<file path="config.mk">
export PLATFORM = sky130hd
export DESIGN_NAME = xaui_tx_idle_gen_flat
export DESIGN_NICKNAME = d
export VERILOG_FILES = /design/src/rtl/xaui_tx_idle_gen_if.sv /design/src/rtl/xaui_tx_idle_gen.sv /design/src/flat_wrapper.sv
export SDC_FILE = /design/constraint.sdc
export NUM_CORES = 1
export LEC_CHECK = 0
export ABC_CLOCK_PERIOD_IN_PS = 4000
export CAP_MARGIN = 25
export CORE_MARGIN = 4
export CORE_UTILIZATION = 40
export DETAILED_ROUTE_END_ITERATION = 7
export GPL_TIMING_DRIVEN = 0
export HOLD_SLACK_MARGIN = 0.05
export PLACE_DENSITY = 0.86
export SLEW_MARGIN = 0
export SYNTH_ARGS = -nofsm -noshare
export SYNTH_HDL_FRONTEND = slang
export SYNTH_SLANG_ARGS = --single-unit
</file>
<file path="constraint.sdc">
create_clock -name clk -period 4 [get_ports clk]
set_input_delay 0.6 -clock clk [delete_from_list [all_inputs] [get_ports clk]]
set_output_delay 0.6 -clock clk [all_outputs]
set_load 0.01 [all_outputs]
</file>
<file path="src/rtl/xaui_tx_idle_gen_if.sv">
// XAUI transmit idle generator bus: XGMII column in, pre-encode code groups out.
interface xaui_tx_idle_gen_if;
    logic [31:0] xgmii_txd;
    logic [3:0]  xgmii_txc;
    logic        force_idle;
    logic [31:0] txdata;
    logic [3:0]  txcharisk;
    logic        a_sent;

    modport master (
        output xgmii_txd, xgmii_txc, force_idle,
        input  txdata, txcharisk, a_sent
    );

    modport slave (
        input  xgmii_txd, xgmii_txc, force_idle,
        output txdata, txcharisk, a_sent
    );
endinterface

</file>
<file path="src/rtl/xaui_tx_idle_gen.sv">
// XAUI transmit idle generator: converts XGMII columns into 8b/10b pre-encode
// code groups, replacing idle columns with ||A||/||K||/||R|| sequences.
// Optional macro XAUI_TX_IDLE_RANDOM_EN enables the PRBS that randomises
// ||K||/||R|| choice and the ||A|| spacing; without it non-A idles are ||K||
// and ||A|| columns are spaced a fixed 17 columns apart.
module xaui_tx_idle_gen (
    input  logic               clk,
    input  logic               reset,
    xaui_tx_idle_gen_if.slave  bus
);
    localparam logic [7:0]  CH_K    = 8'hBC;
    localparam logic [7:0]  CH_A    = 8'h7C;
    localparam logic [7:0]  CH_E    = 8'hFE;
    localparam logic [31:0] COL_K   = {4{CH_K}};
    localparam logic [31:0] COL_A   = {4{CH_A}};
    localparam logic [31:0] COL_IDL = 32'h07070707;
    localparam logic [4:0]  A_BASE  = 5'd16;

    logic [31:0] txdata_q, txdata_d;
    logic [3:0]  txcharisk_q, txcharisk_d;
    logic        a_sent_q, a_sent_d;
    logic [4:0]  a_cnt_q, a_cnt_d;
    logic        prev_idle_q, prev_idle_d;
    logic        col_idle;
    logic        idle_pick_k;
    logic [4:0]  a_reload;
    logic [31:0] data_col;
    logic [3:0]  k_col;

`ifdef XAUI_TX_IDLE_RANDOM_EN
    logic [6:0] prbs_q, prbs_d;

    // x^7+x^6+1 LFSR, free-running every cycle regardless of traffic
    always_comb begin
        prbs_d      = {prbs_q[5:0], prbs_q[6] ^ prbs_q[5]};
        idle_pick_k = prbs_q[0];
        a_reload    = A_BASE + {1'b0, prbs_q[3:0]};
    end

    // PRBS state register
    always_ff @(posedge clk) begin
        if (reset) prbs_q <= 7'h7F;
        else       prbs_q <= prbs_d;
    end
`else
    // Without randomisation the idle stream is K-only with fixed A spacing
    always_comb begin
        idle_pick_k = 1'b1;
        a_reload    = A_BASE;
    end
`endif

    // Per-lane translation of a data/control column
    always_comb begin
        data_col = '0;
        k_col    = '0;
        for (int i = 0; i < 4; i++) begin
            data_col[8*i +: 8] = bus.xgmii_txd[8*i +: 8];
            k_col[i]           = bus.xgmii_txc[i];
            if (bus.xgmii_txc[i]) begin
                case (bus.xgmii_txd[8*i +: 8])
                    8'hFB, 8'hFD, 8'hFE, 8'h9C: ;
                    // idles trailing a /T/ become /K/
                    8'h07:   data_col[8*i +: 8] = CH_K;
                    default: data_col[8*i +: 8] = CH_E;
                endcase
            end
        end
    end

    // Column classification, idle code selection and ||A|| countdown
    always_comb begin
        col_idle    = bus.force_idle ||
                      (bus.xgmii_txc == 4'hF && bus.xgmii_txd == COL_IDL);
        txdata_d    = data_col;
        txcharisk_d = k_col;
        a_sent_d    = 1'b0;
        a_cnt_d     = (a_cnt_q == 5'd0) ? 5'd0 : a_cnt_q - 5'd1;
        prev_idle_d = col_idle;
        if (col_idle) begin
            txcharisk_d = 4'hF;
            if (a_cnt_q == 5'd0) begin
                txdata_d = COL_A;
                a_sent_d = 1'b1;
                a_cnt_d  = a_reload;
            end else if (!prev_idle_q || idle_pick_k) begin
                // ||R|| must never directly follow a non-idle column
                txdata_d = COL_K;
            end else begin
                txdata_d = {4{8'h1C}};
            end
        end
    end

    // Output and state registers
    always_ff @(posedge clk) begin
        if (reset) begin
            txdata_q    <= COL_K;
            txcharisk_q <= 4'hF;
            a_sent_q    <= 1'b0;
            a_cnt_q     <= A_BASE;
            prev_idle_q <= 1'b0;
        end else begin
            txdata_q    <= txdata_d;
            txcharisk_q <= txcharisk_d;
            a_sent_q    <= a_sent_d;
            a_cnt_q     <= a_cnt_d;
            prev_idle_q <= prev_idle_d;
        end
    end

    assign bus.txdata    = txdata_q;
    assign bus.txcharisk = txcharisk_q;
    assign bus.a_sent    = a_sent_q;
endmodule

</file>
<file path="src/flat_wrapper.sv">
// flat-port wrapper written by rule: the top's interface ports become plain ports
module xaui_tx_idle_gen_flat 
  (clk, reset, bus_xgmii_txd, bus_xgmii_txc, bus_force_idle, bus_txdata, bus_txcharisk, bus_a_sent);
  xaui_tx_idle_gen_if bus_i ();
  input  logic clk;
  input  logic reset;
  input wire logic [$bits(bus_i.xgmii_txd)-1:0] bus_xgmii_txd;
  input wire logic [$bits(bus_i.xgmii_txc)-1:0] bus_xgmii_txc;
  input wire logic [$bits(bus_i.force_idle)-1:0] bus_force_idle;
  output wire logic [$bits(bus_i.txdata)-1:0] bus_txdata;
  output wire logic [$bits(bus_i.txcharisk)-1:0] bus_txcharisk;
  output wire logic [$bits(bus_i.a_sent)-1:0] bus_a_sent;
  assign bus_i.xgmii_txd = bus_xgmii_txd;
  assign bus_i.xgmii_txc = bus_xgmii_txc;
  assign bus_i.force_idle = bus_force_idle;
  assign bus_txdata = bus_i.txdata;
  assign bus_txcharisk = bus_i.txcharisk;
  assign bus_a_sent = bus_i.a_sent;
  xaui_tx_idle_gen u_core (.clk(clk), .reset(reset), .bus(bus_i));
endmodule
</file>
## After elaboration in Yosys (flattened, before gate mapping)

Index checks and enable logic that the tools add are counted.

- Equal/unequal tests: 22
- Bitwise logic cells: 1
- Reduce and logical (&&, ||, !) cells: 9
- Multiplexer cells: 14
- $add $sub $neg: 1

Operators with widths:

| cell | count |
|---|---|
| $eq 8x8->1 const B | 16 |
| $mux 32 | 2 |
| $pmux 8 s2 | 4 |
| $eq 32x27->1 const B | 1 |
| $eq 8x3->1 const B | 4 |
| $mux 8 | 4 |
| $reduce_or 4->1 | 4 |
| $mux 5 | 3 |
| $logic_not 5->1 | 1 |
| $sub 5x1->5 const B | 1 |
| $eq 4x4->1 const B | 1 |
| $reduce_or 2->1 | 2 |
| $logic_and 1x1->1 | 1 |
| $logic_or 1x1->1 | 1 |
| $mux 1 | 1 |
| $not 1->1 | 1 |

- Input port bits: 39
- Output and inout bits: 37
- Register bits: 42
- Word-level logic and storage cells: 51

## Depth between registers and ports, before layout

Gate-level depths: netlist (run 1).

- Depth after elaboration: 5
- Gate-level depth with buffers: 6

## Worst setup path before layout (run 1)

Ideal clock, no wire load.

- Path type: input to register
- Start point: input port bus_xgmii_txd[6]
- End point: register u_core.txdata_q[15] (netlist: u_core.bus.txdata[15])
- Data required time: 3.885 ns
- Cell stages on the path: 5
- Setup slack: 2.099 ns
- Buffers on the path: 0
- Arrival time: 1.786 ns
- Path through: and4bb_2 > nand4_1 > nor4_4 > o21ai_1 > o21a_1

- Word-level cells in the longest chain between the ends: 4

RTL lines:

| element | RTL line | text |
|---|---|---|
| from (decl) | flat_wrapper.sv:7 | `input wire logic [$bits(bus_i.xgmii_txd)-1:0] bus_xgmii_txd;` |
| $eq 32x27->1 | xaui_tx_idle_gen.sv:74 | `(bus.xgmii_txc == 4'hF && bus.xgmii_txd == COL_IDL);` |
| $logic_and 1x1->1 | xaui_tx_idle_gen.sv:74 |  |
| $logic_or 1x1->1 | xaui_tx_idle_gen.sv:73 | `col_idle = bus.force_idle \|\|` |
| $mux 32 | xaui_tx_idle_gen.sv:80 | `if (col_idle) begin` |
| to (signal assigned) | xaui_tx_idle_gen.sv:104 | `txdata_q <= txdata_d;` |
| to (decl) | xaui_tx_idle_gen.sv:19 | `logic [31:0] txdata_q, txdata_d;` |

No other way between the ends.
A chain may end at the register's enable or synchronous reset.

## Worst setup path after layout (run 1)

- Start point: input port bus_xgmii_txd[6]
- End point: register u_core.txdata_q[31] (netlist: u_core.bus.txdata[31])

Same word-level chain as after synthesis.

==> results of run 1 <==
## power by group through the flow
stage	Combinational [mW]	Clock (mW)	Sequential, mW
after global routing	0.229	0.310	0.478
after CTS	0.211	0.286	0.474
after detailed placement	0.210	0	0.484
after floorplan	0.0946	0	0.490
after global placement	0.201	0	0.482
final	0.209	0.278	0.474
## registers in the layout (all words and copies together), names as in the netlist
register	flops
u_core.bus.txdata	32
u_core.a_cnt_q	5
u_core.bus.txcharisk	4
u_core.bus.a_sent	1
## cell usage in the layout, fill, tap and decap left out, types with 5 or more instances in the layout
master and count:
dfxtp_1 42, a21oi_1 9, nand2_1 6, nand2b_1 13, clkbuf_8 6, nor2_1 21, nand3_1 7, o21ai_0 5
clkdlybuf4s50_1 75, nor3_1 5, or2_2 5
## through the flow
step	worst slack, ps	cell area, µm²	util (%)	power [mW]
floorplan	2099	1634	-	0.5841
global placement	1199	2445	64.36	0.6826
detailed placement	1149	2445	64.36	0.6932
CTS	1458	2540	66.86	0.9706
global route	1342	2540	66.86	1.017
finish	1476	2540	66.86	0.9611
## area by class of cell
| type | instances | area (µm²) |
|---|---|---|
| clock inverter | 2 | 12.51 |
| fill | 315 | 1259 |
| buffer | 1 | 5.005 |
| sequential | 42 | 840.8 |
| tap | 48 | 60.06 |
| inverter | 3 | 11.26 |
| clock buffer | 6 | 82.58 |
| multi-input combinational | 121 | 777.0 |
| timing repair buffer | 75 | 750.7 |
## cells by family (layout without fill, tap and decap cells)
logic type                 count (synthesis)  count (layout)  share of synthesized area [%]
and+or+nand+nor                           89              89                          33.15
DFF                                       42              42                          51.46
AOI/OAI and AO/OA                         24              24                          9.647
xor gates and xnor gates                   6               6                          3.216
buffers and inverters                      4              87                         0.9951
adders and majority gates                  2               2                          1.531
## layer usage
metal / vias to the layer above / part of all wire, % / global-route usage, %
met3: 4 / 9.0 / 6.094
met4: 0 / 0.45 / 3.132
li1: 745 / - / -
met2: 53 / 49 / 28.27
met5: - / 0 / 0
met1: 663 / 42 / 17.96
## path summary, 6_finish.rpt
path	start	slack [ps]	to	cells after the start
setup / recovery	bus_xgmii_txd[6]	1480	u_core.bus.txdata[31]	6
hold / removal	u_core.a_cnt_q[0]	460	u_core.a_cnt_q[0]	1
setup reg to reg	u_core.a_cnt_q[0]	2470	u_core.bus.txdata[14]	6
hold reg to reg	u_core.a_cnt_q[0]	460	u_core.a_cnt_q[0]	1
==> metrics.md, run 1 <==
| Metric | Value |
|---|---|
| Max-cap violations | `0` |
| Skew-Pair Late Insertion Delay | `290 ps` |
| Most common cell in the netlist | `dfxtp_1` |
| Status | `completed` |
| Int Power | `712.3 µW` |
| Largest net degree at the start of global routing | `14` |
| Sw Pwr | `248.8 µW` |
| First-pass GRT wire length | `6472 µm` |
| Worst slew pin tran | `730.0 ps` |
| Drt initial violations | `73` |
| Ys Warns | `0` |
| Initial antenna violation count | `0` |
| Setup Buffers After CTS | `0` |
| Synthesized area per cell | `9.785 µm²` |
| CTS Buf Count | `5` |
| Placed cells | `290` |
| CP delay by family, top | `simple AND/OR/NAND/NOR gates` |
| Router iterations before antenna repair | `4` |
| GRT Util Overall | `15.83%` |
| Top post-synthesis cells by area | `dfxtp_1, nand2b_1, nor2_1, a21oi_1, o221a_2` |
| Cell count after synthesis | `167` |
| Vias | `1465` |
| Final Hold Violating Endpoints | `0` |
| Leak pwr | `0.9981 nW` |
| Die footprint | `5172 µm²` |
| Synth top area share | `51.45%` |
| Layout area overhead | `55.44%` |
| Post-DP HPWL | `3206 µm` |
| Max Clk Rate | `0.3962 GHz` |
| Async S/R FF share, synth | `0%` |
| Main synth FF type | `dfxtp_1` |
| Routed Wire Length | `3957 µm` |
| Synth unique cells | `32` |
| Sw Share | `25.89%` |
| GR Overflow Total | `0` |
| Initial Util | `43.02%` |
| Crit path DAT | `2710 ps` |
| Critical-path cell list | `clkdlybuf4s50_1 > and4bb_2 > nand4_1 > nor4_4 > o21ai_1 > o21a_1` |
| CP Launch Type | `input pin` |
| H-Tree Depth | `2` |
| Final setup viols | `0` |
| Worst hold path class | `reg -> reg` |
| CP max stage delay | `570 ps` |
| Clock power share | `28.9%` |
| CP required | `4190 ps` |
| Clock sink count | `42` |
| CTS Buffer Depth | `2` |
| Die Width | `71.92 µm` |
| ANT nets after route | `0` |
| Max Slew Vio Count | `0` |
| Post-synth top cells | `dfxtp_1, nor2_1, nand2b_1` |
| Cell chosen for the clock root | `clkbuf_8` |
| Slew HR | `51.01%` |
| WS Path Type | `in -> reg` |
| RSZ-0062 raised after global routing | `false` |
| Critical path peak fanout | `9` |
| Clock slew at reported path FFs | `80 ps` |
| I/O pins | `76` |
| Fin Hold WS | `456.9 ps` |
| Average wire per standard cell | `13.28 µm` |
| CTS resizes | `0` |
| Sequential area share after synthesis | `51.45%` |
| Die H | `71.92 µm` |
| Logic gate share of total power | `21.7%` |
| Tmin final | `2524 ps` |
| Max VDD drop | `0.0002713 V` |
| Final non-filler cell total | `298` |
| Port buffer count | `75` |
| Hold Buf Count CTS | `0` |
| Worst Setup End Kind | `flop` |
| Vias in the first global route | `1475` |
| Post-synthesis cell area | `1634 µm²` |
| Yosys top cell by area | `dfxtp_1` |
| Yosys reg bits | `42` |
| Post-layout nets | `290` |
| Share of layout cells above drive strength 1 | `11.60%` |
| CP max stage cell | `nor4_4` |
| Skew final | `3.991 ps` |
| Critical path buffers and inverters | `1` |
| Final GP Congestion | `0.8403` |
| Final period utilization | `63.10%` |
| Post-synth EDFFs | `0` |
| DRC Markers | `0` |
| Antenna diodes | `0` |
| Core Box Area | `3799 µm²` |
| Mapped Nets | `208` |
| CTS tree | `yes` |
| Power Density | `378.4 nW/µm²` |
| Row count | `22` |
| Vias/cell | `4.916` |
| Setup tns final | `0 ps` |
| Share of power burned in registers | `49.4%` |
Power figures use the tool's default switching activity.
==> inputs of run 2 (changes only) <==
ABC_CLOCK_PERIOD_IN_PS = 2390   (was 4000)
clock period = 2.39 ns   (was 4 ns; I/O delays follow)
==> run 2 against run 1 <==
Clock power up 67%. Global-route usage stayed put. Die area did not move. Critical path depth is the same. First-iteration DRC count shrank 4.1%. Register-to-register slack lost 1600 ps. Sequential power increased by 68%. Clock skew grew 0.67 ps. Non-clock buffer count grew 1. Count of clock-buffer cells in the layout unchanged. Worst hold slack unchanged.
==> metrics.md, run 2 (synthesis results as in run 1) <==
| Metric | Value |
|---|---|
| CP max stage cell | `clkdlybuf4s50_1 (was nor4_4)` |
| Worst hold path class | `reg -> reg (unchanged)` |
| Layout area overhead | `55.90% (was 55.44%)` |
| Final Hold Violating Endpoints | `0 (unchanged)` |
| Setup tns final | `0 ps (unchanged)` |
| Initial Util | `43.02% (unchanged)` |
| R2R Path Start | `u_core.a_cnt_q[0] (unchanged)` |
| Worst Hold Path EP | `u_core.a_cnt_q[0] (unchanged)` |
| Placed inst area | `2445 µm² (unchanged)` |
| Post-layout nets | `291 (was 290)` |
| Die footprint | `5172 µm² (unchanged)` |
| Largest register FFs | `32 (unchanged)` |
| Most frequent cells in the layout | `clkdlybuf4s50_1, dfxtp_1, nor2_1 (unchanged)` |
| ANT nets after route | `0 (unchanged)` |
| Critical-path cell list | `clkdlybuf4s50_1 > nor4bb_1 > nand4_1 > nor4_4 > o21ai_1 > o21a_1 (was clkdlybuf4s50_1 > and4bb_2 > nand4_1 > nor4_4 > o21ai_1 > o21a_1)` |
| Port buffer count | `75 (unchanged)` |
| Finished Cell Area | `2547 µm² (was 2540 µm²)` |
| Final GP Congestion | `0.8403 (unchanged)` |
| CTS tree | `yes (unchanged)` |
| CP max stage delay | `580 ps (was 570 ps)` |
| Area of the multi-input gates | `777.0 µm² (unchanged)` |
| CTS Buffer Depth | `2 (unchanged)` |
| Drt initial violations | `70 (was 73)` |
| Sw Share | `25.91% (was 25.89%)` |
| Worst reg2reg path endpoint | `u_core.bus.txdata[30] (was u_core.bus.txdata[14])` |
| Skew final | `4.665 ps (was 3.991 ps)` |
| Logic gate share of total power | `21.7% (about the same)` |
| Placed cells | `290 (unchanged)` |
| Share of layout cells above drive strength 1 | `11.95% (was 11.60%)` |
| Max VDD drop | `0.0004544 V (was 0.0002713 V)` |
| H-Tree Depth | `2 (unchanged)` |
| Power, Total | `1.609 mW (was 961.1 µW)` |
| Router iterations before antenna repair | `4 (unchanged)` |
| Hold Buf Count CTS | `0 (unchanged)` |
| Hold Crit Start | `u_core.a_cnt_q[0] (unchanged)` |
| Core Box Area | `3799 µm² (unchanged)` |
| Share of power burned in registers | `49.3% (was 49.4%)` |
| WL met2 | `1947 µm (was 1933 µm)` |
| Vias in the first global route | `1475 (unchanged)` |
| GR Overflow Total | `0 (unchanged)` |
| Skew-Pair Late Insertion Delay | `290 ps (about the same)` |
| Power Density | `631.7 nW/µm² (was 378.4 nW/µm²)` |
| Status | `completed (unchanged)` |
| Final period utilization | `88.32%` |
| Wire length on met1 | `1638 µm (was 1650 µm)` |
| Leak pwr | `1.004 nW (was 0.9981 nW)` |
| Post-route setup slack | `279.1 ps (was 1476 ps)` |
| DRC Markers | `0 (unchanged)` |
| Flop-to-flop setup slack | `850 ps (was 2470 ps)` |
| Routed Wire Length | `3984 µm (was 3957 µm)` |
| Largest net degree at the start of global routing | `14 (unchanged)` |
| Antenna diodes | `0 (unchanged)` |
| Die Width | `71.92 µm (unchanged)` |
| Metal3 WL | `367 µm (was 355 µm)` |
| Final setup viols | `0 (unchanged)` |
| Clock sink count | `42 (unchanged)` |
| Worst slew pin tran | `741.6 ps (was 730.0 ps)` |
| Core Util, Final | `67.06% (was 66.86%)` |
| Slew HR | `50.23% (was 51.01%)` |
| Worst Setup End Kind | `flop (unchanged)` |
| CTS Buf Count | `5 (unchanged)` |
| Vias/cell | `4.960 (was 4.916)` |
| Fill cells | `314 (was 315)` |
| First-pass GRT wire length | `6472 µm (unchanged)` |
| Vias | `1483 (was 1465)` |
| Crit path DAT | `2300 ps (was 2710 ps)` |
| Clock slew at reported path FFs | `80 ps (about the same)` |
| Sw Pwr | `417.0 µW (was 248.8 µW)` |
| Int Power | `1.192 mW (was 712.3 µW)` |
| CP required | `2580 ps (was 4190 ps)` |
| I/O pins | `76 (unchanged)` |
| Cell chosen for the clock root | `clkbuf_8 (unchanged)` |
| Clock power share | `28.9% (about the same)` |
| GRT Util Overall | `15.83% (unchanged)` |
| Max Clk Rate | `0.4737 GHz` |
| Fin Hold WS | `456.9 ps (unchanged)` |
| Max Slew Vio Count | `0 (unchanged)` |
| Reg area | `840.8 µm² (unchanged)` |
| Critical path peak fanout | `9 (unchanged)` |
| Tmin final | `2111 ps` |
| CTS resizes | `0 (unchanged)` |
| Highest metal used | `met4 (unchanged)` |
| Most common cell after layout, fill and taps aside | `clkdlybuf4s50_1 (unchanged)` |
| Average wire per standard cell | `13.32 µm (was 13.28 µm)` |
| CP Launch Type | `input pin (unchanged)` |
| Final non-filler cell total | `299 (was 298)` |
| Row count | `22 (unchanged)` |
| Post-DP HPWL | `3206 µm (unchanged)` |
| Setup Buffers After CTS | `0 (unchanged)` |
| Die H | `71.92 µm (unchanged)` |
| RSZ-0062 raised after global routing | `false (unchanged)` |
| Dpl ws | `-219.8 ps (was 1149 ps)` |
| Max-cap violations | `0 (unchanged)` |
| WS Path Type | `in -> reg (unchanged)` |
| WHS Path Cells | `1 (unchanged)` |
| Initial antenna violation count | `0 (unchanged)` |
| Reg2Reg Depth | `6 (unchanged)` |
[run 2: changes by cell type in the layout (fill, tap and decap cells not counted)]
cell	previous run	this run
buf_4	0	1
[run 2: power by group through the flow]
stage               clock [mW]  combinational [mW]  sequential [mW]
finish                   0.465               0.350            0.794
global route             0.519               0.384            0.800
CTS                      0.478               0.352            0.794
detailed placement           0               0.351            0.809
global placement             0               0.336            0.806
floorplan                    0               0.158            0.819
[run 2: worst max path at each step]
stage,from,end,slack (ps),cells after the start
2_1_floorplan,bus_xgmii_txd[6],u_core.bus.txdata[15],730,5
3_3_place_gp,bus_xgmii_txd[10],u_core.bus.txdata[23],-170,6
3_5_place_dp,bus_xgmii_txd[6],u_core.bus.txdata[31],-220,6
4_1_cts,bus_xgmii_txd[6],u_core.bus.txdata[7],90,6
5_1_grt,bus_xgmii_txc[3],u_core.bus.txdata[31],190,6
6_report,bus_xgmii_txd[25],u_core.bus.txdata[31],280,6
[run 2: cell type report]
| class | count | area share (%) |
|---|---|---|
| timing repair buffer | 76 | 29.76 |
| clock inverter | 2 | 0.4912 |
| tap | 48 | 2.358 |
| multi-input combinational | 121 | 30.50 |
| sequential | 42 | 33.01 |
| clock buffer | 6 | 3.242 |
| buffer | 1 | 0.1965 |
| inverter | 3 | 0.4420 |
[run 2: critical path, delay by kind of cell]
kind            cells  cell delay, ps
simple gates        3             850
compound gates      2             520
buf+inv             1             580
[run 2: routing by layer]
layer | global-route usage (%) | up-vias
met5 | 0 | -
met4 | 3.132 | 0
met3 | 6.094 | 5
met2 | 28.27 | 58
met1 | 17.96 | 674
li1 | - | 746
